[src/rtl/rat_int_pkg.sv]
// -----------------------------------------------------------------------------
// rat_int_pkg
// Shared types and constants for the RAT interrupt controller.
//   int_state_t    : controller FSM state encoding
//   *_PORT_DEF     : default IO port ids for the mask / status / EOI registers
//   STAT_*_BIT     : bit positions inside the status byte
//   WIN_W          : width of the winner id (supports up to 8 sources)
// Optional feature macro used by rat_int_ctrl: RAT_INT_EDGE_EN
// -----------------------------------------------------------------------------
package rat_int_pkg;

   typedef enum logic [1:0] {
      ST_IDLE    = 2'd0,
      ST_REQ     = 2'd1,
      ST_SERVICE = 2'd2
   } int_state_t;

   localparam logic [7:0] MASK_PORT_DEF = 8'h20;
   localparam logic [7:0] STAT_PORT_DEF = 8'h21;
   localparam logic [7:0] EOI_PORT_DEF  = 8'h22;

   // Status byte layout: {in_service, requesting, 3'b0, win_id[2:0]}
   localparam int STAT_SVC_BIT = 7;
   localparam int STAT_REQ_BIT = 6;

   localparam int WIN_W = 3;

endpackage

[src/rtl/rat_prio_enc.sv]
// -----------------------------------------------------------------------------
// rat_prio_enc
// Combinational lowest-index priority encoder.
// Ports:
//   req    in   N      request vector
//   valid  out  1      any request set
//   idx    out  WIN_W  index of the lowest set request (0 when none)
// -----------------------------------------------------------------------------
module rat_prio_enc
   import rat_int_pkg::*;
#(
   parameter int N = 8
) (
   input  logic [N-1:0]     req,
   output logic             valid,
   output logic [WIN_W-1:0] idx
);

   // Scan from the top down so the last hit, i.e. the lowest index, wins.
   always_comb begin
      // NOTE: every output gets a default before any conditional write, so no latch is inferred.
      valid = |req;
      idx   = '0;
      for (int i = N - 1; i >= 0; i--) begin
         if (req[i]) idx = WIN_W'(i);
      end
   end

endmodule

[src/rtl/rat_int_ctrl.sv]
// -----------------------------------------------------------------------------
// rat_int_ctrl
// Prioritised interrupt controller feeding the RAT control unit's single
// interrupt input. Latches peripheral requests, masks them, selects the
// lowest-index eligible source and holds it through ACK until an EOI write.
//
// Ports:
//   CLK       in   1        system clock, rising edge
//   RESET     in   1        synchronous, active-high reset
//   SRC       in   NUM_SRC  raw interrupt sources, synchronous to CLK
//   I_FLAG    in   1        CPU global interrupt enable
//   INT_ACK   in   1        control unit has entered its interrupt cycle
//   PORT_ID   in   8        IO port address
//   OUT_PORT  in   8        IO write data
//   IO_STRB   in   1        IO write strobe
//   INT_REQ   out  1        interrupt request to the control unit
//   IN_DATA   out  8        read data for mask/status ports, else 8'h00
//   IN_HIT    out  1        PORT_ID addresses the mask or status register
//
// Build option:
//   RAT_INT_EDGE_EN  defined   -> sources pend on their rising edge only
//                    undefined -> sources pend every cycle they are high
// -----------------------------------------------------------------------------
module rat_int_ctrl
   import rat_int_pkg::*;
#(
   parameter int         NUM_SRC   = 8,
   parameter logic [7:0] MASK_PORT = MASK_PORT_DEF,
   parameter logic [7:0] STAT_PORT = STAT_PORT_DEF,
   parameter logic [7:0] EOI_PORT  = EOI_PORT_DEF
) (
   input  logic               CLK,
   input  logic               RESET,
   input  logic [NUM_SRC-1:0] SRC,
   input  logic               I_FLAG,
   input  logic               INT_ACK,
   input  logic [7:0]         PORT_ID,
   input  logic [7:0]         OUT_PORT,
   input  logic               IO_STRB,
   output logic               INT_REQ,
   output logic [7:0]         IN_DATA,
   output logic               IN_HIT
);

   logic [NUM_SRC-1:0] pend;
   logic [NUM_SRC-1:0] mask;
   logic [NUM_SRC-1:0] set_vec;
   logic [NUM_SRC-1:0] clr_vec;
   logic [NUM_SRC-1:0] elig;

   int_state_t         state;
   int_state_t         next_state;
   logic [WIN_W-1:0]   win_id;
   logic [WIN_W-1:0]   win_nxt;
   logic               int_req_q;
   logic               int_req_nxt;

   logic               enc_valid;
   logic [WIN_W-1:0]   enc_idx;
   logic               win_elig;
   logic               mask_wr;
   logic               eoi_wr;

   assign mask_wr = IO_STRB && (PORT_ID == MASK_PORT);
   assign eoi_wr  = IO_STRB && (PORT_ID == EOI_PORT);

   // ---------------------------------------------------------------- capture
`ifdef RAT_INT_EDGE_EN
   logic [NUM_SRC-1:0] src_prev;

   always_ff @(posedge CLK) begin
      // NOTE: reset is sampled on the clock edge (synchronous), and sequential state uses <= only.
      if (RESET) src_prev <= '0;
      else       src_prev <= SRC;
   end

   assign set_vec = SRC & ~src_prev;
`else
   assign set_vec = SRC;
`endif

   // Decode win_id against the source vector. Done as a loop rather than
   // indexing so a win_id beyond NUM_SRC can never select a missing bit.
   always_comb begin
      clr_vec  = '0;
      win_elig = 1'b0;
      for (int i = 0; i < NUM_SRC; i++) begin
         if (win_id == WIN_W'(i)) begin
            clr_vec[i] = (state == ST_REQ) && INT_ACK;
            win_elig   = elig[i];
         end
      end
   end

   // Set is OR-ed in after the clear so a same-cycle new request survives ACK.
   always_ff @(posedge CLK) begin
      if (RESET) begin
         pend <= '0;
         mask <= '0;
      end else begin
         pend <= (pend & ~clr_vec) | set_vec;
         if (mask_wr) mask <= OUT_PORT[NUM_SRC-1:0];
      end
   end

   assign elig = pend & mask;

   rat_prio_enc #(
      .N (NUM_SRC)
   ) u_prio_enc (
      .req   (elig),
      .valid (enc_valid),
      .idx   (enc_idx)
   );

   // ---------------------------------------------------------------- FSM
   always_comb begin
      next_state = state;
      win_nxt    = win_id;
      case (state)
         ST_IDLE: begin
            if (I_FLAG && enc_valid) begin
               next_state = ST_REQ;
               win_nxt    = enc_idx;
            end
         end
         // win_id stays frozen here: a later higher-priority arrival waits.
         ST_REQ: begin
            if (INT_ACK)                  next_state = ST_SERVICE;
            else if (!I_FLAG || !win_elig) next_state = ST_IDLE;
         end
         ST_SERVICE: begin
            if (eoi_wr) next_state = ST_IDLE;
         end
         default: next_state = ST_IDLE;
      endcase
      // Registered request: raised one cycle after entering ST_REQ and
      // dropped on the same edge that leaves it.
      int_req_nxt = (state == ST_REQ) && (next_state == ST_REQ);
   end

   always_ff @(posedge CLK) begin
      if (RESET) begin
         state     <= ST_IDLE;
         win_id    <= '0;
         int_req_q <= 1'b0;
      end else begin
         state     <= next_state;
         win_id    <= win_nxt;
         int_req_q <= int_req_nxt;
      end
   end

   assign INT_REQ = int_req_q;

   // ---------------------------------------------------------------- IO read
   always_comb begin
      IN_DATA = '0;
      IN_HIT  = 1'b0;
      if (PORT_ID == MASK_PORT) begin
         IN_HIT                 = 1'b1;
         IN_DATA[NUM_SRC-1:0]   = mask;
      end else if (PORT_ID == STAT_PORT) begin
         IN_HIT                 = 1'b1;
         IN_DATA[STAT_SVC_BIT]  = (state == ST_SERVICE);
         IN_DATA[STAT_REQ_BIT]  = (state == ST_REQ);
         IN_DATA[WIN_W-1:0]     = win_id;
      end
   end

endmodule

[config.mk]
export PLATFORM = sky130hd
export DESIGN_NAME = rat_int_ctrl
export DESIGN_NICKNAME = d
export VERILOG_FILES = /design/src/rtl/rat_int_pkg.sv /design/src/rtl/rat_prio_enc.sv /design/src/rtl/rat_int_ctrl.sv
export SDC_FILE = /design/constraint.sdc
export NUM_CORES = 1
export LEC_CHECK = 0
export CAP_MARGIN = 0
export CORE_ASPECT_RATIO = 1.1
export CORE_UTILIZATION = 45
export CTS_CLUSTER_DIAMETER = 200
export CTS_CLUSTER_SIZE = 28
export DETAILED_ROUTE_END_ITERATION = 8
export PLACE_DENSITY = 0.8
export SYNTH_ARGS = -nofsm -noshare
export SYNTH_HDL_FRONTEND = slang
export SYNTH_HIERARCHICAL = 1
export SYNTH_SLANG_ARGS = --single-unit
[constraint.sdc]
create_clock -name CLK -period 6.05 [get_ports CLK]
set_input_delay 1.21 -clock CLK [delete_from_list [all_inputs] [get_ports CLK]]
set_output_delay 1.21 -clock CLK [all_outputs]
set_load 0.03 [all_outputs]
**Yosys cells after proc, flatten, opt, wreduce, memory -nomap -nowiden**

Cells that the tools add are included.
Widths: inputs -> output; s select.

- Register bits after elaboration: 22
- Output and inout bits: 10

- Equal/unequal tests: 13
- Mux-type cells: 36
- Bitwise logic cells: 4
- Reductions and logical operators: 12

Operator list:

| operator | count |
|---|---|
| $mux 3 | 11 |
| $eq 8x6->1 const B | 3 |
| $mux 1 | 18 |
| $and 8x8->8 | 2 |
| $eq 3x3->1 const B | 4 |
| $mux 2 | 6 |
| $not 8->8 | 1 |
| $or 8x8->8 | 1 |
| $reduce_or 8->1 | 1 |
| $eq 3x2->1 const B | 2 |
| $pmux 2 s3 | 1 |
| $logic_and 1x1->1 | 5 |
| $eq 2x1->1 const B | 2 |
| $eq 3x1->1 const B | 1 |
| $logic_not 3->1 | 1 |
| $eq 2x2->1 const B | 1 |
| $logic_not 1->1 | 2 |
| $logic_not 2->1 | 1 |
| $reduce_and 2->1 | 1 |
| $logic_or 1x1->1 | 1 |

**Logic depth before layout (Yosys ltp)**

Gate-level depths: netlist (run 1).

- Depth after elaboration: 16
- Mapped depth: 8
- Mapped depth without buffers: 8

**By module**

Netlist (run 1), hierarchy kept.

Modules (own cells, without submodules):

| module | times used | cells each | area each (µm²) |
|---|---|---|---|
| rat_int_ctrl | 1 | 130 | 1119.8 |
| rat_prio_enc | 1 | 13 | 81.3 |

**Least setup slack after synthesis (run 1)**

OpenSTA, ideal clock, no wires.

- Path type: input to output
- Start: input PORT_ID[3]
- End: output IN_DATA[3]
- Arrival: 3106 ps
- Data required time: 4840 ps
- Setup slack: 1734 ps
- Stages: 4
- Buffers on the path: 1
- Cell sequence: or4_4 or3_2 clkbuf_1 nor3b_1

- Cells in the longest elaborated chain, start to end: 2

Ends and longest elaborated chain:

| item | line | RTL |
|---|---|---|
| start, declared | rat_int_ctrl.sv:37 | `input logic [7:0] PORT_ID,` |
| $eq 8x6->1 | rat_int_ctrl.sv:160 | `if (PORT_ID == MASK_PORT) begin` |
| $mux 3 | rat_int_ctrl.sv:160 |  |
| end, declared | rat_int_ctrl.sv:41 | `output logic [7:0] IN_DATA,` |

Every way passes these cells.

**Worst setup path in the final report (run 1)**

- Start: input PORT_ID[3]
- End: output IN_DATA[4]

Same word-level chain as after synthesis.

==> results.cfg, run 1 <==
[status]
status = finished clean

[clock_tree]
cts_max_path_buffers = 2
root_buffer = clkbuf_4
clk_latency_ns = 0.31
cts.sinks = 22
cts_max_level = 1
postCtsSetupBuffers = 0
cts_made_buffers = 3
postCtsHoldBufs = 0
cts_tree = built
clk_pin_slew_ns = 0.12
cts_resized = 0

[finish]
nFillCells = 235
layout_common_cells = clkdlybuf4s50_1 (38), dfxtp_1 (22), nor2_1 (21)
layout.cells.non_filler = 208
layout_commonest_cell = clkdlybuf4s50_1
n_antenna_cell = 0
synthToLayoutAreaGrowth_pct = 34.6
drive_above_1_share_pct = 5.08
fin_nets = 208
final_util_pct = 64.2

[grt]
grt_use_total_pct = 23.2
grt_pass1_vias = 1145
grt_max_degree = 23
grt_pass1_wl_um = 5040
antenna_found_initial = 0
grt_overflow = 0

[routing]
wirelength_um = 2880
dr.pass1.iters = 4
drc_errors = 0
drt-initial-drc-count = 34
antenna_left = 0
vias = 1152
viasPerCell = 5.54
routedWlPerCell_um = 13.8

[power]
leakagePower_nw = 0.588
p_clk_share_pct = 27.1
swShare_pct = 22.5
vdd_drop_max_uv = 148
power_switching_w = 0.0000557
seq_power_share_pct = 60.9
p_int_w = 0.000192
powerDensity_mw_per_mm2 = 153
p_comb_share_pct = 11.9

[floorplan]
die_x_um = 51.3
initial_utilization_pct = 47.7
io_pins = 39
coreArea_mm2 = 0.00252
die_h_um = 56.2
core.rowCount = 19
dieArea_mm2 = 0.00288

[synthesis]
synthFlopType = dfxtp_1
async_flop_share_pct = 0
synth_edf_count = 0
synth.ff_latch_count = 22
ys_seq_area_share_pct = 36.7
synth.distinct_cells = 33
syn_area_per_cell_um2 = 8.40
netlist_area_mm2 = 0.00120
synth_cells = 143
yosysWarnings = 6
synth_fp_nets = 172

[run]
cap_violations = 0

[timing]
setup_slack_ns = 1.21
tns_ns = 0
finalHoldViolCount = 0
fmax_mhz = 207
slew_headroom_pct = 48.5
finClkSkew_ns = 0.00964
worst_pin_slew_ns = 0.771
fin_crit_sh_pct = 79.9
report.final.slew_viol_count = 0
rsz0062_at_grt = false
finalCriticalPeriod_ns = 4.84
setup_viol = 0

[worst_setup_path]
cp.required_ns = 4.84
reg2reg_to = win_id[2]
critPathKind = input port to output pin
cp_max_fo = 9
r2r_cells = 7
critPathArrivalTime_ns = 3.63
reg2reg_slack_ns = 4.30
critPathCaptureType = output pin
crit-reg2reg-launch = mask[2]
start_kind = input port

[placement]
dp_hpwl_um = 2230
place_ws_ns = 1.21
numPlacedInstances = 205
place_congestion = 0.942
io_buffer_count = 38

[min_path]
hold_depth = 2
hold_path.class = register to register
worstHoldStart = pend[4]
whs_endpoint = pend[4]
==> layout make-up <==
class / count / area [um^2] / area share, %
well taps: 31 / 38.8 / 2.40
repair buffers: 38 / 380 / 23.5
clock buffers: 3 / 22.5 / 1.39
inverters: 11 / 41.3 / 2.55
multi-input cells: 103 / 693 / 42.9
flip-flops and latches: 22 / 440 / 27.2
==> critical path: stages <==
cell,delay (ns)
clkdlybuf4s50_1,0.41
or4_4,0.56
or3_2,0.53
nor3b_1,0.21
clkdlybuf4s50_1,0.70
==> routing by layer <==
| metal | wire length [um] | part of all wire (%) | GRT usage, % | vias up |
|---|---|---|---|---|
| met5 | 0 | 0 | 0 | - |
| met4 | 27 | 0.94 | 10.8 | 0 |
| met3 | 129 | 4.5 | 4.37 | 2 |
| met2 | 1510 | 53 | 39.1 | 35 |
| met1 | 1210 | 42 | 27.9 | 553 |
| li1 | - | - | - | 562 |
==> metrics by stage <==
stage | total power, W | hold slack (ns) | area, um^2
6_report | 0.000247 | 0.486 | 1620
5_1_grt | 0.000259 | 0.520 | 1620
4_1_cts | 0.000249 | 0.490 | 1620
3_5_place_dp | 0.000183 | 0.473 | 1590
3_3_place_gp | 0.000182 | 0.460 | 1590
2_1_floorplan | 0.000163 | 0.443 | 1200
==> synthesized netlist by cell type, types with 2 or more instances <==
cell type  count  area, um^2
nand2_1        4        15.0
a21oi_1       11        55.1
o41ai_1        2        17.5
and2_1         7        43.8
dfxtp_1       22         440
o21ai_0        7        35.0
or3_1          2        12.5
nor3b_1        3        22.5
nor3_1         3        15.0
nor2b_1        3        18.8
mux2i_1       16         160
clkbuf_1       7        26.3
nor2_1        21        78.8
nand2b_1       6        37.5
inv_1         11        41.3
==> sequential cells by signal, indices dropped and copies added, names as in the netlist <==
register,flops
mask,8
pend,8
win_id,3
state,2
INT_REQ,1
==> power by group through the flow <==
stage	clock, W	sequential (W)	combinational, W
after floorplan	0	0.000153	0.00000945
after global placement	0	0.000154	0.0000286
after detailed placement	0	0.000154	0.0000295
after CTS	0.0000687	0.000151	0.0000296
after global routing	0.0000753	0.000151	0.0000321
final	0.0000670	0.000151	0.0000295
==> logic make-up (layout without fill, tap and decap cells) <==
family,after synthesis,in the layout,synth area share (%)
buf+inv,18,52,5.63
simple gates,58,58,28.4
flops,22,22,36.7
compound gates,28,28,14.1
mux,17,17,15.2
==> worst max path at each step <==
stage,to,cells after the start,startpoint
after floorplan,IN_DATA[3],4,PORT_ID[3]
after global placement,IN_DATA[4],5,PORT_ID[3]
after detailed placement,IN_DATA[5],5,PORT_ID[3]
after CTS,IN_DATA[5],5,PORT_ID[3]
after global routing,IN_DATA[4],5,PORT_ID[3]
final,IN_DATA[4],5,PORT_ID[3]
No activity file was read; power rests on OpenSTA's default activity.
==> run 2: changes to the inputs <==
Clock period 6.05 ns to 4.55 ns, I/O delays scaled along.
==> results of run 2 <==
Same layout as run 1 (identical final DEF). Status: finished clean.
Main changes from that run: setup slack after placement 1.21 ns -> 0.306 ns; setup slack after layout 1.21 ns -> 0.314 ns; register-to-register setup slack 4.30 ns -> 2.80 ns; total power 0.000247 W -> 0.000329 W; worst IR drop on VDD 148 uV -> 197 uV
